`config.mk`:
```
export PLATFORM = sky130hd
export DESIGN_NAME = mccu_fsm_flat
export DESIGN_NICKNAME = d
export VERILOG_FILES = /design/src/rtl/mccu_fsm_if.sv /design/src/rtl/mccu_fsm.sv /design/src/flat_wrapper.sv
export SDC_FILE = /design/constraint.sdc
export NUM_CORES = 1
export LEC_CHECK = 0
export CAP_MARGIN = 20
export CORE_AREA = 4 4 88 90
export CTS_CLUSTER_SIZE = 28
export DETAILED_ROUTE_END_ITERATION = 12
export DIE_AREA = 0 0 92 94
export MAX_ROUTING_LAYER = met4
export PLACE_DENSITY = 0.67
export SLEW_MARGIN = 20
export SYNTH_ARGS = -nofsm -noshare
export SYNTH_HDL_FRONTEND = slang
export SYNTH_SLANG_ARGS = --single-unit
```
`constraint.sdc`:
```
create_clock -name clk -period 3.2 [get_ports clk]
set_clock_uncertainty 0.2 [all_clocks]
set_input_delay 0.48 -clock clk [delete_from_list [all_inputs] [get_ports clk]]
set_output_delay 0.48 -clock clk [all_outputs]
set_load 0.01 [all_outputs]
```
`src/rtl/mccu_fsm_if.sv`:
```
// Control bundle between the multi-cycle control unit and the datapath.
// master = control unit (drives enables/selects), slave = datapath.
interface mccu_fsm_if #(
   parameter int unsigned INSTRET_W = 32
);
   logic [5:0]           op;
   logic [5:0]           func;
   logic                 z;
   logic                 mem_rdy;
   logic                 mem_req;
   logic                 iord;
   logic                 wpc;
   logic                 wir;
   logic                 wmem;
   logic                 wreg;
   logic                 regrt;
   logic                 m2reg;
   logic                 jal;
   logic                 shift;
   logic                 sext;
   logic                 alusrca;
   logic [1:0]           alusrcb;
   logic [3:0]           aluc;
   logic [1:0]           pcsource;
   logic                 illegal;
   logic [2:0]           state;
   logic [INSTRET_W-1:0] instret;

   modport master (
      input  op, func, z, mem_rdy,
      output mem_req, iord, wpc, wir, wmem, wreg, regrt, m2reg, jal, shift, sext,
             alusrca, alusrcb, aluc, pcsource, illegal, state, instret
   );

   modport slave (
      output op, func, z, mem_rdy,
      input  mem_req, iord, wpc, wir, wmem, wreg, regrt, m2reg, jal, shift, sext,
             alusrca, alusrcb, aluc, pcsource, illegal, state, instret
   );
endinterface

```
`src/rtl/mccu_fsm.sv`:
```
// Multi-cycle MIPS-subset control unit: IF/ID/EXE/MEM/WB sequencing with memory
// wait states, illegal-op flag and a retired-instruction counter.
module mccu_fsm #(
   parameter bit          MEM_HANDSHAKE = 1'b1,
   parameter int unsigned INSTRET_W     = 32
) (
   input logic         clk,
   input logic         rst,
   mccu_fsm_if.master  bus
);

   typedef enum logic [2:0] {
      StIf  = 3'd0,
      StId  = 3'd1,
      StExe = 3'd2,
      StMem = 3'd3,
      StWb  = 3'd4
   } state_e;

   localparam logic [5:0] OP_R    = 6'b000000;
   localparam logic [5:0] OP_J    = 6'b000010;
   localparam logic [5:0] OP_JAL  = 6'b000011;
   localparam logic [5:0] OP_BEQ  = 6'b000100;
   localparam logic [5:0] OP_BNE  = 6'b000101;
   localparam logic [5:0] OP_ADDI = 6'b001000;
   localparam logic [5:0] OP_SLTI = 6'b001010;
   localparam logic [5:0] OP_ANDI = 6'b001100;
   localparam logic [5:0] OP_ORI  = 6'b001101;
   localparam logic [5:0] OP_XORI = 6'b001110;
   localparam logic [5:0] OP_LUI  = 6'b001111;
   localparam logic [5:0] OP_LW   = 6'b100011;
   localparam logic [5:0] OP_SW   = 6'b101011;

   localparam logic [5:0] F_SLL  = 6'b000000;
   localparam logic [5:0] F_SRL  = 6'b000010;
   localparam logic [5:0] F_SRA  = 6'b000011;
   localparam logic [5:0] F_JR   = 6'b001000;
   localparam logic [5:0] F_JALR = 6'b001001;
   localparam logic [5:0] F_ADD  = 6'b100000;
   localparam logic [5:0] F_SUB  = 6'b100010;
   localparam logic [5:0] F_AND  = 6'b100100;
   localparam logic [5:0] F_OR   = 6'b100101;
   localparam logic [5:0] F_XOR  = 6'b100110;
   localparam logic [5:0] F_NOR  = 6'b100111;
   localparam logic [5:0] F_SLT  = 6'b101010;

   state_e               state_q, state_d;
   logic [INSTRET_W-1:0] instret_q;
   logic                 retire;
   logic                 done;

   // Instruction decode
   logic r_type;
   logic i_add, i_sub, i_and, i_or, i_xor, i_nor, i_slt, i_sll, i_srl, i_sra, i_jr, i_jalr;
   logic i_addi, i_andi, i_ori, i_xori, i_slti, i_lui, i_lw, i_sw, i_beq, i_bne, i_j, i_jal;
   logic i_type, legal, is_shift, is_sext;
   logic [3:0] alu_op;

   assign r_type = (bus.op == OP_R);
   assign i_add  = r_type & (bus.func == F_ADD);
   assign i_sub  = r_type & (bus.func == F_SUB);
   assign i_and  = r_type & (bus.func == F_AND);
   assign i_or   = r_type & (bus.func == F_OR);
   assign i_xor  = r_type & (bus.func == F_XOR);
   assign i_nor  = r_type & (bus.func == F_NOR);
   assign i_slt  = r_type & (bus.func == F_SLT);
   assign i_sll  = r_type & (bus.func == F_SLL);
   assign i_srl  = r_type & (bus.func == F_SRL);
   assign i_sra  = r_type & (bus.func == F_SRA);
   assign i_jr   = r_type & (bus.func == F_JR);
   assign i_jalr = r_type & (bus.func == F_JALR);
   assign i_addi = (bus.op == OP_ADDI);
   assign i_andi = (bus.op == OP_ANDI);
   assign i_ori  = (bus.op == OP_ORI);
   assign i_xori = (bus.op == OP_XORI);
   assign i_slti = (bus.op == OP_SLTI);
   assign i_lui  = (bus.op == OP_LUI);
   assign i_lw   = (bus.op == OP_LW);
   assign i_sw   = (bus.op == OP_SW);
   assign i_beq  = (bus.op == OP_BEQ);
   assign i_bne  = (bus.op == OP_BNE);
   assign i_j    = (bus.op == OP_J);
   assign i_jal  = (bus.op == OP_JAL);

   // I-type here means "ALU B operand is the extended immediate"
   assign i_type   = i_addi | i_andi | i_ori | i_xori | i_slti | i_lui | i_lw | i_sw;
   assign is_shift = i_sll | i_srl | i_sra;
   assign is_sext  = i_addi | i_slti | i_lw | i_sw | i_beq | i_bne;
   assign legal    = i_add | i_sub | i_and | i_or | i_xor | i_nor | i_slt | i_sll | i_srl
                   | i_sra | i_jr | i_jalr | i_type | i_beq | i_bne | i_j | i_jal;

   always_comb begin
      alu_op = 4'b0000;
      if (i_sub)                                    alu_op = 4'b0100;
      else if (i_and | i_andi)                      alu_op = 4'b0001;
      else if (i_or | i_ori)                        alu_op = 4'b0101;
      else if (i_xor | i_xori | i_beq | i_bne)      alu_op = 4'b0010;
      else if (i_nor)                               alu_op = 4'b1101;
      else if (i_slt | i_slti)                      alu_op = 4'b1000;
      else if (i_sll)                               alu_op = 4'b0011;
      else if (i_srl)                               alu_op = 4'b0111;
      else if (i_sra)                               alu_op = 4'b1111;
      else if (i_lui)                               alu_op = 4'b0110;
   end

   assign done = MEM_HANDSHAKE ? bus.mem_rdy : 1'b1;

   // State and retired-instruction counter
   always_ff @(posedge clk) begin
      if (rst) begin
         state_q   <= StIf;
         instret_q <= '0;
      end else begin
         state_q <= state_d;
         if (retire) instret_q <= instret_q + INSTRET_W'(1);
      end
   end

   always_comb begin
      state_d = state_q;
      retire  = 1'b0;
      unique case (state_q)
         StIf: begin
            if (done) state_d = StId;
         end
         StId: begin
            if (!legal) begin
               state_d = StIf;
            end else if (i_j | i_jal | i_jr | i_jalr) begin
               state_d = StIf;
               retire  = 1'b1;
            end else begin
               state_d = StExe;
            end
         end
         StExe: begin
            if (i_beq | i_bne) begin
               state_d = StIf;
               retire  = 1'b1;
            end else if (i_lw | i_sw) begin
               state_d = StMem;
            end else begin
               state_d = StWb;
            end
         end
         StMem: begin
            if (done) begin
               if (i_sw) begin
                  state_d = StIf;
                  retire  = 1'b1;
               end else begin
                  state_d = StWb;
               end
            end
         end
         StWb: begin
            state_d = StIf;
            retire  = 1'b1;
         end
         default: state_d = StIf;
      endcase
   end

   // Outputs; everything held at zero while rst is high
   always_comb begin
      bus.mem_req  = 1'b0;
      bus.iord     = 1'b0;
      bus.wpc      = 1'b0;
      bus.wir      = 1'b0;
      bus.wmem     = 1'b0;
      bus.wreg     = 1'b0;
      bus.regrt    = 1'b0;
      bus.m2reg    = 1'b0;
      bus.jal      = 1'b0;
      bus.shift    = 1'b0;
      bus.sext     = 1'b0;
      bus.alusrca  = 1'b0;
      bus.alusrcb  = 2'b00;
      bus.aluc     = 4'b0000;
      bus.pcsource = 2'b00;
      bus.illegal  = 1'b0;
      if (!rst) begin
         bus.regrt = i_type;
         bus.shift = is_shift;
         bus.m2reg = i_lw;
         bus.sext  = is_sext;
         unique case (state_q)
            StIf: begin
               bus.mem_req = 1'b1;
               bus.alusrcb = 2'b01;
               bus.wir     = done;
               bus.wpc     = done;
            end
            StId: begin
               bus.alusrcb = 2'b11;
               if (!legal) begin
                  bus.illegal = 1'b1;
               end else if (i_j | i_jal) begin
                  bus.wpc      = 1'b1;
                  bus.pcsource = 2'b11;
                  bus.wreg     = i_jal;
                  bus.jal      = i_jal;
               end else if (i_jr | i_jalr) begin
                  bus.wpc      = 1'b1;
                  bus.pcsource = 2'b10;
                  bus.wreg     = i_jalr;
                  bus.jal      = i_jalr;
               end
            end
            StExe: begin
               bus.alusrca = 1'b1;
               bus.alusrcb = i_type ? 2'b10 : 2'b00;
               bus.aluc    = alu_op;
               if (i_beq | i_bne) begin
                  bus.pcsource = 2'b01;
                  bus.wpc      = (i_beq & bus.z) | (i_bne & ~bus.z);
               end
            end
            StMem: begin
               bus.mem_req = 1'b1;
               bus.iord    = 1'b1;
               bus.wmem    = i_sw;
            end
            StWb: begin
               bus.wreg = 1'b1;
            end
            default: ;
         endcase
      end
   end

   assign bus.state   = rst ? 3'd0 : state_q;
   assign bus.instret = rst ? '0 : instret_q;

endmodule

```
`src/flat_wrapper.sv`:
```
// flat-port wrapper written by rule: the top's interface ports become plain ports
module mccu_fsm_flat 
#(
   parameter bit          MEM_HANDSHAKE = 1'b1,
   parameter int unsigned INSTRET_W     = 32
)
  (clk, rst, bus_op, bus_func, bus_z, bus_mem_rdy, bus_mem_req, bus_iord, bus_wpc, bus_wir, bus_wmem, bus_wreg, bus_regrt, bus_m2reg, bus_jal, bus_shift, bus_sext, bus_alusrca, bus_alusrcb, bus_aluc, bus_pcsource, bus_illegal, bus_state, bus_instret);
  mccu_fsm_if #(.INSTRET_W(INSTRET_W)) bus_i ();
  input logic clk;
  input logic rst;
  input wire logic [$bits(bus_i.op)-1:0] bus_op;
  input wire logic [$bits(bus_i.func)-1:0] bus_func;
  input wire logic [$bits(bus_i.z)-1:0] bus_z;
  input wire logic [$bits(bus_i.mem_rdy)-1:0] bus_mem_rdy;
  output wire logic [$bits(bus_i.mem_req)-1:0] bus_mem_req;
  output wire logic [$bits(bus_i.iord)-1:0] bus_iord;
  output wire logic [$bits(bus_i.wpc)-1:0] bus_wpc;
  output wire logic [$bits(bus_i.wir)-1:0] bus_wir;
  output wire logic [$bits(bus_i.wmem)-1:0] bus_wmem;
  output wire logic [$bits(bus_i.wreg)-1:0] bus_wreg;
  output wire logic [$bits(bus_i.regrt)-1:0] bus_regrt;
  output wire logic [$bits(bus_i.m2reg)-1:0] bus_m2reg;
  output wire logic [$bits(bus_i.jal)-1:0] bus_jal;
  output wire logic [$bits(bus_i.shift)-1:0] bus_shift;
  output wire logic [$bits(bus_i.sext)-1:0] bus_sext;
  output wire logic [$bits(bus_i.alusrca)-1:0] bus_alusrca;
  output wire logic [$bits(bus_i.alusrcb)-1:0] bus_alusrcb;
  output wire logic [$bits(bus_i.aluc)-1:0] bus_aluc;
  output wire logic [$bits(bus_i.pcsource)-1:0] bus_pcsource;
  output wire logic [$bits(bus_i.illegal)-1:0] bus_illegal;
  output wire logic [$bits(bus_i.state)-1:0] bus_state;
  output wire logic [$bits(bus_i.instret)-1:0] bus_instret;
  assign bus_i.op = bus_op;
  assign bus_i.func = bus_func;
  assign bus_i.z = bus_z;
  assign bus_i.mem_rdy = bus_mem_rdy;
  assign bus_mem_req = bus_i.mem_req;
  assign bus_iord = bus_i.iord;
  assign bus_wpc = bus_i.wpc;
  assign bus_wir = bus_i.wir;
  assign bus_wmem = bus_i.wmem;
  assign bus_wreg = bus_i.wreg;
  assign bus_regrt = bus_i.regrt;
  assign bus_m2reg = bus_i.m2reg;
  assign bus_jal = bus_i.jal;
  assign bus_shift = bus_i.shift;
  assign bus_sext = bus_i.sext;
  assign bus_alusrca = bus_i.alusrca;
  assign bus_alusrcb = bus_i.alusrcb;
  assign bus_aluc = bus_i.aluc;
  assign bus_pcsource = bus_i.pcsource;
  assign bus_illegal = bus_i.illegal;
  assign bus_state = bus_i.state;
  assign bus_instret = bus_i.instret;
  mccu_fsm #(.MEM_HANDSHAKE(MEM_HANDSHAKE), .INSTRET_W(INSTRET_W)) u_core (.clk(clk), .rst(rst), .bus(bus_i));
endmodule
```
======== Word-level counts from Yosys, hierarchy flattened ========
Cells that the tools add are included.
cells by class
  add/sub/neg operators ................... 1
  eq/ne operators ......................... 29
  muxes and demuxes ....................... 67
  bitwise gates (word level) .............. 58
  reduce and logical (&&, ||, !) cells .... 5
operators with widths
  cell                                           count
  == test 6 bit, second input constant           9
  == test 6 x 4 -> 1 bit, second input constant  8
  two-way mux 4 bit                              11
  bitwise OR 1 bit                               43
  two-way mux 1 bit                              34
  adder 32 x 1 -> 32 bit, second input constant  1
  two-way mux 32 bit                             1
  == test 6 x 2 -> 1 bit, second input constant  4
  two-way mux 3 bit                              8
  bitwise AND 1 bit                              14
  two-way mux 2 bit                              7
  == test 6 x 3 -> 1 bit, second input constant  2
  zero test 6 bit                                2
  case mux 3 bit (4 select lines)                1
  == test 3 x 2 -> 1 bit, second input constant  2
  case mux 2 bit (3 select lines)                1
  != test 2 bit, second input constant           2
  case mux 1 bit (4 select lines)                1
  case mux 2 bit (2 select lines)                1
  == test 3 x 1 -> 1 bit, second input constant  1
  == test 3 bit, second input constant           1
  zero test 3 bit                                1
  case mux 1 bit (3 select lines)                1
  case mux 1 bit (2 select lines)                1
  other kinds (3)                                3
word-level totals
  bits in registers ....................... 35
  logic and storage cells ................. 162

======== Logic depth before layout (Yosys ltp) ========
  depth after elaboration ................. 21
  depth in mapped cells ................... 8
  mapped depth without buffers ............ 5

======== Least setup slack after synthesis ========
No wires, ideal clock.
  kind .................................... input to output
  start point ............................. in bus_op[5]
  end point ............................... out bus_aluc[1]
  arrival time ............................ 2.104 ns
  data required time ...................... 2.520 ns
  path slack .............................. 0.416 ns
  cell stages on the path ................. 6
  path buffers ............................ 2
  cells stage by stage .................... buf_6 or4_1 buf_2 or3_1 o311ai_0 a21oi_1
on the way
  longest elaborated chain between the ends .. 13
  elaborated cells on any way between the ends .. 35
RTL lines
  item                                                       line                             source
  from (decl)                                                flat_wrapper.sv:11               input wire logic [$bits(bus_i.op)-1:0] bus_op;
  == test 6 x 4 -> 1 bit or zero test 6 bit (tied branches)  mccu_fsm.sv:77, mccu_fsm.sv:59
  two-way mux 3 bit or bitwise AND 1 bit (tied branches)     mccu_fsm.sv:103, mccu_fsm.sv:69
  two-way mux 4 bit                                          mccu_fsm.sv:102                  else if (i_sra) alu_op = 4'b1111;
  two-way mux 4 bit                                          mccu_fsm.sv:101                  else if (i_srl) alu_op = 4'b0111;
  two-way mux 4 bit                                          mccu_fsm.sv:100                  else if (i_sll) alu_op = 4'b0011;
  two-way mux 4 bit                                          mccu_fsm.sv:99                   else if (i_slt | i_slti) alu_op = 4'b1000;
  two-way mux 4 bit                                          mccu_fsm.sv:98                   else if (i_nor) alu_op = 4'b1101;
  two-way mux 4 bit                                          mccu_fsm.sv:97                   else if (i_xor | i_xori | i_beq | i_bne) alu_op = 4'b0010;
  two-way mux 4 bit                                          mccu_fsm.sv:96                   else if (i_or | i_ori) alu_op = 4'b0101;
  two-way mux 4 bit                                          mccu_fsm.sv:95                   else if (i_and | i_andi) alu_op = 4'b0001;
  two-way mux 4 bit *                                        mccu_fsm.sv:94                   if (i_sub) alu_op = 4'b0100;
  two-way mux 4 bit *                                        mccu_fsm.sv:187                  unique case (state_q)
  two-way mux 4 bit *                                        mccu_fsm.sv:182                  if (!rst) begin
  to (decl)                                                  flat_wrapper.sv:28               output wire logic [$bits(bus_i.aluc)-1:0] bus_aluc;
Every way passes the cells marked *; elsewhere a longest branch is shown, timed or not.

======== Worst setup path after layout ========
  start point ............................. in bus_op[2]
  end point ............................... out bus_aluc[0]
on the way
  longest elaborated chain between the ends .. 13
  elaborated cells on any way between the ends .. 33
RTL lines
  item                 line             source
  zero test 6 bit      mccu_fsm.sv:59   assign r_type = (bus.op == OP_R);
  bitwise AND 1 bit    mccu_fsm.sv:69   assign i_sra = r_type & (bus.func == F_SRA);
  two-way mux 4 bit    mccu_fsm.sv:102
  two-way mux 4 bit    mccu_fsm.sv:101
  two-way mux 4 bit    mccu_fsm.sv:100
  two-way mux 4 bit    mccu_fsm.sv:99
  two-way mux 4 bit    mccu_fsm.sv:98
  two-way mux 4 bit    mccu_fsm.sv:97
  two-way mux 4 bit    mccu_fsm.sv:96
  two-way mux 4 bit    mccu_fsm.sv:95
  two-way mux 4 bit *  mccu_fsm.sv:94
  two-way mux 4 bit *  mccu_fsm.sv:187
  two-way mux 4 bit *  mccu_fsm.sv:182
Marks and branches as above.

==> flow_summary_export.csv <==
group,metric,value,unit
yosys,asyncSetResetFlopFracSynth,0,
setup_path,critPathArrivalTime,2.48,ns
sta,slew_headroom,0.448,
setup_path,crit_chain,"clkdlybuf4s50_1 > or4_4 > or3_4 > buf_4 > nor3_2 > o21a_1 > buf_2",
final_layout,layout-drive-gt1-share,0.211,
power,power.leakage,1.57,nW
final_layout,diodes,0,
floorplanning,core_region_area,7060,um^2
clock_network,path_clk_slew,0.07,ns
yosys,synth_top_area_frac,0.254,
yosys,synth_fa_ha_area_frac,0.00454,
detailed_routing,drc_errors,0,
setup_path,r2r_cells,8,
power,ir_worst_vdd,143,uV
detailed_routing,ant_nets,0,
sta,rsz0062_at_grt,"no",
detailed_routing,wl_met3,392,um
floorplanning,rows,31,
detailed_routing,wl,7960,um
sta,hold_violations,0,
detailed_routing,vias_per_cell,5.29,
placement,placed_area,3790,um^2
yosys,synth_common_cells,"nor2_1 (59), nor2b_1 (38), dfxtp_1 (35)",
placement,gp_congestion,0.923,
setup_path,critical_path_required,2.52,ns
yosys,synth_top_cell_by_area,"dfxtp_1",
sta,max_freq,316,MHz
yosys,synth_cell_types,56,
floorplanning,die_y,94,um
sta,timing.final.max_slew_violations,0,
detailed_routing,drt-pass1-iter-count,4,
setup_path,critPathLaunch,"bus_op[2]",
power,power,0.918,mW
sta,setup_viol,0,
yosys,synth_compound_area_frac,0.175,
grt,grt_max_degree,37,
yosys,synth-warning-count,0,
grt,gr-total-overflow,0,
grt,grt.total_usage,0.190,
sta,min_period,3.16,ns
worst_hold_path,hold_class,"reg2reg",
detailed_routing,wl_met1,3760,um
yosys,synth_area_leaders,"dfxtp_1 (25%), nor2b_1 (8.6%), mux2_1 (8.6%), nor2_1 (8.0%), mux2_2 (4.1%)",
yosys,synth_xor_area_frac,0.00636,
clock_network,cts_tree,"done",
clock_network,clock_sinks,35,
detailed_routing,dr_wl_met2,3740,um
clock_network,clock_latency,0.28,ns
setup_path,path_buf_inv,3,
setup_path,cp-start-kind,"input port",
clock_network,cts_buffer_depth,2,
yosys,ys_ff_latch,35,
final_layout,stdcell_area,3970,um^2
grt,grt_antenna_before_repair,0,
setup_path,cp_num_cells,7,
detailed_routing,vias,2931,
sta,period_share,0.988,
detailed_routing,wl_per_cell,14.4,um
clock_network,cts_buffers,5,
final_layout,nNetsFinal,472,
yosys,postSynthAreaPerCell,7.59,um^2
yosys,synth_ff_type,"dfxtp_1",
setup_path,worstReg2RegStart,"u_core.state_q[2]$_SDFFE_PP0P_",
sta,worst_pin_slew,0.826,ns
setup_path,max_stage_delay,0.53,ns
yosys,synth-simple-area-share,0.368,
placement,numPortBuffers,71,
yosys,ys_seq_area_frac,0.254,
placement,placedCellCount,546,
setup_path,crit_family,"simple AND/OR/NAND/NOR gates",
setup_path,worstSetupEndpointType,"output pin",
floorplanning,initial_core_util,0.390,
setup_path,r2r_setup_slack,0.65,ns
clock_network,cts-root-buf,"clkbuf_8",
detailed_routing,top_layer,"met4",
setup_path,critical_path.max_fanout,3,
power,power_density,231,nW/um^2
placement,hpwl,5990,um
detailed_routing,drt_iter0_drc,151,
grt,grt_pass1_vias,2904,
clock_network,hold_buffers,0,
yosys,synth_nets,380,
grt,grt_pass1_wl,13400,um
setup_path,r2r_end,"u_core.instret_q[19]$_SDFFE_PP0P_",
flow_run,max-cap-violations,0,
setup_path,crit_type,"in2out",
status,status,"complete, no violations",
setup_path,cp_slowest_cell,"or4_4",
setup_path,cp-endpoint,"bus_aluc[0]",
floorplanning,dieWidth,92,um
yosys,synth.cell_area,2750,um^2
floorplanning,ioPinCount,72,
final_layout,area_delta_synth_final,44.2,%
yosys,synth_top_family_by_area,"simple AND/OR/NAND/NOR gates",
yosys,synthCells,363,
yosys,synth-edff-count,0,
clock_network,htree_levels,2,
final_layout,final_cells,554,
yosys,synthMuxAreaShare,0.130,
floorplanning,die_area,8650,um^2
yosys,yosysMostFrequentCell,"nor2_1",
==> cell families (layout without fill, tap and decap cells) <==
logic type	Yosys count	count (layout)
AND/OR/NAND/NOR	194	194
multiplexers	32	32
buffers and inverters	35	127
adder cells (fa/ha/maj)	1	1
XOR/XNOR	2	2
flip-flops	35	35
AO/OA/AOI/OAI	64	64
==> layer usage <==
metal,vias up,track usage
met4,0,0.0470
met3,8,0.0329
met1,1347,0.245
li1,1493,-
met2,83,0.313
met5,-,-
==> state kept, by name (all words and copies together) (netlist names) <==
signal and count:
u_core.instret_q 32, u_core.state_q 3
==> cells in the final DEF (no fill, tap or decap), drive strengths merged, types with 2 or more instances in the layout <==
master and instances:
dfxtp 35, a2111oi 2, a31oi 3, clkdlybuf4s50 56, nand3 15, a21oi 26
nor2b 38, o21ai 5, inv 5, nand2 19, clkdlybuf4s15 2, and2 2
nor2 59, clkbuf 7, nand2b 6, nor4 6, nand4 16, nor3 13
a32oi 2, dlygate4sd2 2, or3 3, dlymetal6s2s 6, and3 5, buf 48
nand3b 4, or4 2, mux2 31, a211oi 13
==> what timing repair did <==
item,CTS,global route
buffers inserted,1,0
setup endpoints to repair,10,35
gates resized for setup,23,19
pin swaps,2,2
==> worst min path at each step <==
stage                                            from                                end  slack [ns]  depth (start not counted)
CTS                 u_core.instret_q[31]$_SDFFE_PP0P_  u_core.instret_q[31]$_SDFFE_PP0P_        0.34                          2
detailed placement  u_core.instret_q[31]$_SDFFE_PP0P_  u_core.instret_q[31]$_SDFFE_PP0P_        0.33                          2
global route        u_core.instret_q[28]$_SDFFE_PP0P_  u_core.instret_q[28]$_SDFFE_PP0P_        0.38                          2
global placement    u_core.instret_q[31]$_SDFFE_PP0P_  u_core.instret_q[31]$_SDFFE_PP0P_        0.32                          2
floorplan            u_core.instret_q[1]$_SDFFE_PP0P_   u_core.instret_q[1]$_SDFFE_PP0P_        0.29                          2
finish              u_core.instret_q[31]$_SDFFE_PP0P_  u_core.instret_q[31]$_SDFFE_PP0P_        0.34                          2
==> through the flow <==
stage	setup TNS, ns	setup WS (ns)	hold WS [ns]	utilization
floorplan	0	0.416	0.285	-
global placement	-6.65	-0.331	0.317	0.537
detailed placement	-7.50	-0.372	0.327	0.537
CTS	-0.00581	-0.00423	0.343	0.556
global route	0	0.0185	0.379	0.562
finish	0	0.0391	0.340	0.562
==> where the power goes <==
part           total (mW)  switching [mW]  internal [mW]
sequential          0.440         0.00344          0.437
clock               0.321           0.153          0.169
combinational       0.157          0.0842         0.0725
==> cell type report <==
type / count / area (um^2)
timing repair buffer: 115 / 1060
multi-input combinational: 293 / 1980
fill: 675 / 3090
clock buffer: 6 / 82.6
clock inverter: 1 / 5.00
inverter: 5 / 18.8
tap: 99 / 124
sequential: 35 / 701
==> worst min-delay path, cell delays in order, from the launching register on <==
cell and delay (ns):
dfxtp_1 0.31, nor2_1 0.09, mux2_1 0.12
Power figures use the tool's default switching activity.
